==> config.mk <==
export PLATFORM = sky130hd
export DESIGN_NAME = uart_tx_sched
export DESIGN_NICKNAME = d
export VERILOG_FILES = /design/src/rtl/uart_tx_sched.sv
export SDC_FILE = /design/constraint.sdc
export NUM_CORES = 1
export LEC_CHECK = 0
export ABC_AREA = 0
export CORE_MARGIN = 3
export CORE_UTILIZATION = 43
export CTS_CLUSTER_SIZE = 25
export DETAILED_ROUTE_END_ITERATION = 16
export PLACE_DENSITY = 0.72
export REMOVE_ABC_BUFFERS = 1
export SLEW_MARGIN = 30
export SYNTH_ARGS = -nofsm -noshare
export SYNTH_HDL_FRONTEND = slang
export SYNTH_SLANG_ARGS = --single-unit
==> constraint.sdc <==
create_clock -name clk -period 1.7 [get_ports clk]
set_clock_uncertainty 0.1 [all_clocks]
set_input_delay 0.255 -clock clk [delete_from_list [all_inputs] [get_ports clk]]
set_output_delay 0.255 -clock clk [all_outputs]
set_load 0.005 [all_outputs]
==> src/rtl/uart_tx_sched.sv <==
// uart_tx_sched
//   Transmit-side scheduler between the UART TX FIFO and the UART transmitter.
//   It is the only reader of the FIFO. For each frame it pops one byte, latches
//   it into tx_din, and issues a one-cycle tx_start. It then waits for tx_done
//   and holds an idle gap of GAP_TICKS s_ticks before the next frame. A watchdog
//   counting s_ticks in WAIT raises a sticky err if the transmitter never
//   finishes.
//
// Ports
//   clk, reset   system clock, synchronous active-high reset
//   enable       allow new frames to start (sampled in IDLE only)
//   s_tick       baud oversample tick, 1-cycle pulse
//   fifo_empty   TX FIFO empty flag (sampled in IDLE only)
//   fifo_data    TX FIFO read data, valid 1 cycle after fifo_rd_en
//   fifo_rd_en   FIFO pop strobe (state POP)
//   tx_start     transmitter start pulse (state START)
//   tx_din       byte to transmit, held until the next load
//   tx_done      transmitter frame-complete pulse (honoured in WAIT only)
//   err_clr      clears sticky err
//   busy         high whenever the scheduler is not IDLE
//   err          sticky watchdog timeout flag
//   frame_cnt    completed frames, wraps at 16 bits
module uart_tx_sched #(
  parameter int DBIT          = 8,
  parameter int GAP_TICKS     = 16,
  parameter int TIMEOUT_TICKS = 320
) (
  input  logic            clk,
  input  logic            reset,
  input  logic            enable,
  input  logic            s_tick,
  input  logic            fifo_empty,
  input  logic [DBIT-1:0] fifo_data,
  output logic            fifo_rd_en,
  output logic            tx_start,
  output logic [DBIT-1:0] tx_din,
  input  logic            tx_done,
  input  logic            err_clr,
  output logic            busy,
  output logic            err,
  output logic [15:0]     frame_cnt
);

  // Counter widths; GAP_TICKS == 0 still needs a 1-bit (unused) counter.
  localparam int GW       = (GAP_TICKS > 0) ? $clog2(GAP_TICKS + 1) : 1;
  localparam int WW       = $clog2(TIMEOUT_TICKS + 1);
  localparam int GAP_LAST = (GAP_TICKS > 0) ? GAP_TICKS - 1 : 0;
  localparam int WD_LAST  = (TIMEOUT_TICKS > 0) ? TIMEOUT_TICKS - 1 : 0;

  localparam logic [2:0] S_IDLE  = 3'd0;
  localparam logic [2:0] S_POP   = 3'd1;
  localparam logic [2:0] S_LATCH = 3'd2;
  localparam logic [2:0] S_START = 3'd3;
  localparam logic [2:0] S_WAIT  = 3'd4;
  localparam logic [2:0] S_GAP   = 3'd5;

  logic [2:0]    state;
  logic [GW-1:0] gap_cnt;
  logic [WW-1:0] wd_cnt;

  assign fifo_rd_en = (state == S_POP);
  assign tx_start   = (state == S_START);
  assign busy       = (state != S_IDLE);

  always_ff @(posedge clk) begin
    if (reset) begin
      state     <= S_IDLE;
      tx_din    <= '0;
      err       <= 1'b0;
      frame_cnt <= '0;
      gap_cnt   <= '0;
      wd_cnt    <= '0;
    end else begin
      // The timeout branch below assigns err later, so a same-cycle set wins.
      if (err_clr) begin
        err <= 1'b0;
      end

      case (state)
        S_IDLE: begin
          if (enable && !fifo_empty) begin
            state <= S_POP;
          end
        end

        S_POP: begin
          state <= S_LATCH;
        end

        S_LATCH: begin
          tx_din <= fifo_data;
          state  <= S_START;
        end

        S_START: begin
          wd_cnt <= '0;
          state  <= S_WAIT;
        end

        S_WAIT: begin
          // tx_done takes priority over a coincident watchdog expiry.
          if (tx_done) begin
            frame_cnt <= frame_cnt + 16'd1;
            gap_cnt   <= '0;
            state     <= (GAP_TICKS == 0) ? S_IDLE : S_GAP;
          end else if (s_tick) begin
            // Pre-increment value compared so the counter never exceeds its range.
            if (wd_cnt == WW'(WD_LAST)) begin
              err   <= 1'b1;
              state <= S_IDLE;
            end else begin
              wd_cnt <= wd_cnt + WW'(1);
            end
          end
        end

        S_GAP: begin
          if (s_tick) begin
            if (gap_cnt == GW'(GAP_LAST)) begin
              state <= S_IDLE;
            end else begin
              gap_cnt <= gap_cnt + GW'(1);
            end
          end
        end

        default: begin
          state <= S_IDLE;
        end
      endcase
    end
  end

endmodule
==> out/qor.txt <==
======================================================================================
Most common cell on crit path ........................................... sky130_fd_sc_hd__ha_4
Number of global-route vias before repair ...............................         1968
CTS clock-pin slew for the worst setup and hold paths ...................      0.09 ns
Share of the yosys chip area belonging to registers .....................       0.4041
Largest driver fanout on the critical path ..............................            4
Area leader, netlist .................................................... sky130_fd_sc_hd__dfxtp_1
CTS Sinks ...............................................................           42
Full die area ...........................................................    5709 um^2
HPWL after DPL ..........................................................      3761 um
Slew at the pin closest to its max-slew limit ...........................    0.4484 ns
Number of setup violations in the final report ..........................           17
Req. time, crit path ....................................................      1.79 ns
Number of synthesized register bits .....................................           42
Vias after detailed routing .............................................         2211
Min-Delay Path Class ....................................................   reg -> reg
Clock root buffer master ................................................ sky130_fd_sc_hd__clkbuf_8
Bufs and invs on worst path .............................................            1
Height of the chip ......................................................     75.56 um
Library cell contributing the largest single delay on the critical path . sky130_fd_sc_hd__dfxtp_2
Number of enable-type register cells in the synthesized netlist .........            0
Worst-case headroom to the max-slew limit ...............................       0.7011
Pre-antenna DRT Iters ...................................................            4
Post-Route WL ...........................................................      6485 um
Most frequently used cell type in the post-synthesis netlist ............ sky130_fd_sc_hd__dfxtp_1
Final number of max-transition violations ...............................            0
Worst path setup slack after routing ....................................   -0.1837 ns
Wire length per cell ....................................................     16.29 um
Effective utilization at floorplan ......................................       0.4619
CTS hold repair buffers .................................................            0
CORE AREA ...............................................................    4504 um^2
Element type at the critical path end ...................................         flop
Final Net Count .........................................................          364
IO Pins .................................................................           43
Count of input and output buffers .......................................           42
Post-synth top area share ...............................................       0.4041
Leftover overflow at the end of global routing ..........................            0
Minimum period implied by the final worst setup slack ...................     1.884 ns
Number of routed nets with antenna violations ...........................            0
Yosys cell types ........................................................           51
Dominant delay contributor by cell family on the critical path .......... simple AND/OR/NAND/NOR gates
Non-Filler Instances ....................................................          398
Ys async rst share ......................................................            0
Number of antenna violations at the first check in global routing .......            0
Layout cells sized above 1 ..............................................       0.3757
Number of warnings printed during yosys synthesis .......................            0
Setup Crit Path Kind ....................................................   reg -> reg
Fin crit share ..........................................................        1.108
Number of standard-cell rows in the floorplan ...........................           24
Clock insertion delay at the later pin of the skew report ...............      0.30 ns
CTS tree ................................................................          yes
Leakage power figure ....................................................     1.360 nW
Cells after Synth .......................................................          240
Number of buffers between clock root and the deepest sink ...............            2
Mean post-synth cell area ...............................................   8.670 um^2
Number of vias per cell after detailed routing ..........................        5.555
Number of remaining DRC errors ..........................................            0
Layout overhead on the synthesized area .................................       64.46%
First-pass GRT wire length ..............................................      9170 um
Unrepaired setup endpoints after global routing .........................         true
Routability congestion estimate from global placement ...................       0.9003
Total inserted antenna cells ............................................            0
Max Cap Viol ............................................................            0
Cell chain of the critical path ......................................... ha_4 -> and3_4 -> ha_4 -> nand3b_1 -> a21oi_2 -> buf_6 -> mux2i_1 -> nor2_1
Die boundary width ......................................................     75.56 um
Power density of the placed cells ....................................... 932.7 nW/um^2
Most frequent cells after synthesis ..................................... sky130_fd_sc_hd__dfxtp_1 (42), sky130_fd_sc_hd__nand2_1 (30), sky130_fd_sc_hd__nor2_1 (21)
Maximum number of pins on one net before global-route repair ............           16
Maximum level of the CTS H-tree .........................................            2
Total standard cell area after synthesis ................................    2081 um^2
Largest vdd supply drop .................................................    0.6447 mV
Final hold viol count ...................................................            0
Crit-path max cell delay ................................................      0.34 ns
Crit path arrival time ..................................................      1.98 ns
Hold_ws .................................................................    0.3577 ns
Synth Flop Type ......................................................... sky130_fd_sc_hd__dfxtp_1
Cell total after placement ..............................................          370
Number of buffers inserted during clock tree synthesis ..................            5
Violated checks ......................................................... setup timing
Element type at the critical path start .................................         flop
Result of the run ....................................................... finished with violations
Iter 0 DRT Violations ...................................................          145
Global router's overall resource usage ..................................       0.2103
Max Clock Freq ..........................................................    530.9 MHz
Synth top area cells .................................................... sky130_fd_sc_hd__dfxtp_1 (40%), sky130_fd_sc_hd__nand2_1 (5.4%), sky130_fd_sc_hd__a21oi_1 (4.1%)
======================================================================================
[cell families after synthesis]
logic type      synth area share
xor+xnor                 0.05052
flops                     0.4041
mux                      0.04450
compound gates            0.1137
buf+inv                  0.03428
fa+ha+maj                0.02405
simple gates              0.3289
[layer usage]
layer	vias up	GRT usage	part of all wire
met3	14	0.04881	0.057
met5	-	0	0
met1	1050	0.2676	0.43
met2	72	0.3423	0.50
li1	1075	-	-
met4	0	0.08738	0.020
[metrics by stage]
| stage | cell area, um^2 | TNS, ns | worst slack, ns | utilization | power (mW) |
|---|---|---|---|---|---|
| after floorplan | 2039 | -2.100 | -0.2575 | - | 1.554 |
| after global routing | 3422 | -3.230 | -0.2389 | 0.7597 | 3.338 |
| final | 3422 | -1.481 | -0.1837 | 0.7597 | 3.192 |
| after global placement | 2863 | -8.464 | -0.5290 | 0.6356 | 2.002 |
| after detailed placement | 2863 | -9.186 | -0.5964 | 0.6356 | 2.012 |
| after CTS | 3211 | -1.029 | -0.09391 | 0.7128 | 3.031 |
[registers in the layout, indices dropped and copies added, names as in the netlist]
signal	count
frame_cnt	16
wd_cnt	9
tx_din	8
gap_cnt	5
state	3
err	1
[power breakdown]
part | total [mW] | switching [mW] | internal, mW
clock network | 0.800 | 0.361 | 0.439
logic | 1.25 | 0.571 | 0.682
registers | 1.14 | 0.0657 | 1.07
total | 3.19 | 0.998 | 2.19
[cells in the final DEF (no fill, tap or decap), types with 3 or more instances in the layout]
master	Yosys	routed
sky130_fd_sc_hd__a21oi_1	17	13
sky130_fd_sc_hd__a21oi_2	1	6
sky130_fd_sc_hd__buf_4	0	53
sky130_fd_sc_hd__buf_6	1	8
sky130_fd_sc_hd__clkbuf_8	0	5
sky130_fd_sc_hd__clkdlybuf4s50_1	0	38
sky130_fd_sc_hd__dfxtp_1	42	30
sky130_fd_sc_hd__dfxtp_2	0	10
sky130_fd_sc_hd__ha_4	0	3
sky130_fd_sc_hd__inv_1	8	8
sky130_fd_sc_hd__mux2i_1	7	7
sky130_fd_sc_hd__nand2_1	30	29
sky130_fd_sc_hd__nand2b_1	5	4
sky130_fd_sc_hd__nand3_1	9	7
sky130_fd_sc_hd__nand4_1	10	10
sky130_fd_sc_hd__nor2_1	21	19
sky130_fd_sc_hd__nor3_4	0	3
sky130_fd_sc_hd__nor4_4	1	3
sky130_fd_sc_hd__or3_1	8	7
sky130_fd_sc_hd__or4_4	1	3
sky130_fd_sc_hd__xnor2_1	9	7
sky130_fd_sc_hd__xor2_1	3	3
[layout make-up]
cell class | count | area (um^2)
clock inverters | 2 | 37.54
flip-flops and latches | 42 | 860.8
multi-input cells | 182 | 1420
well taps | 52 | 65.06
fillers | 283 | 1082
repair buffers | 106 | 935.9
clock buffers | 6 | 72.57
inverters | 8 | 30.03
[worst reg2reg max path: cells and delay by family, from the launching register on]
kind | cells | cell delay (ns)
AND/OR/NAND/NOR | 3 | 0.47
buffers and inverters | 1 | 0.15
flip-flops | 1 | 0.34
AO/OA/AOI/OAI | 1 | 0.19
multiplexers | 1 | 0.21
adder cells (fa/ha/maj) | 2 | 0.31
[worst paths after layout]
kind	startpoint	endpoint	slack, ns	depth (start not counted)
setup / recovery	gap_cnt[1]	gap_cnt[1]	-0.18	8
hold / removal	tx_din[4]	tx_din[4]	0.36	2
setup reg to reg	gap_cnt[1]	gap_cnt[1]	-0.18	8
hold reg to reg	tx_din[4]	tx_din[4]	0.36	2
[timing repair]
item                                    in CTS  in global routing
gates resized for setup                     40                 42
setup buffers                               11                  7
endpoints found under the setup margin      28                 34
pin swaps                                   16                 15
cloned                                       1                  1
Power figures use the tool's default switching activity.
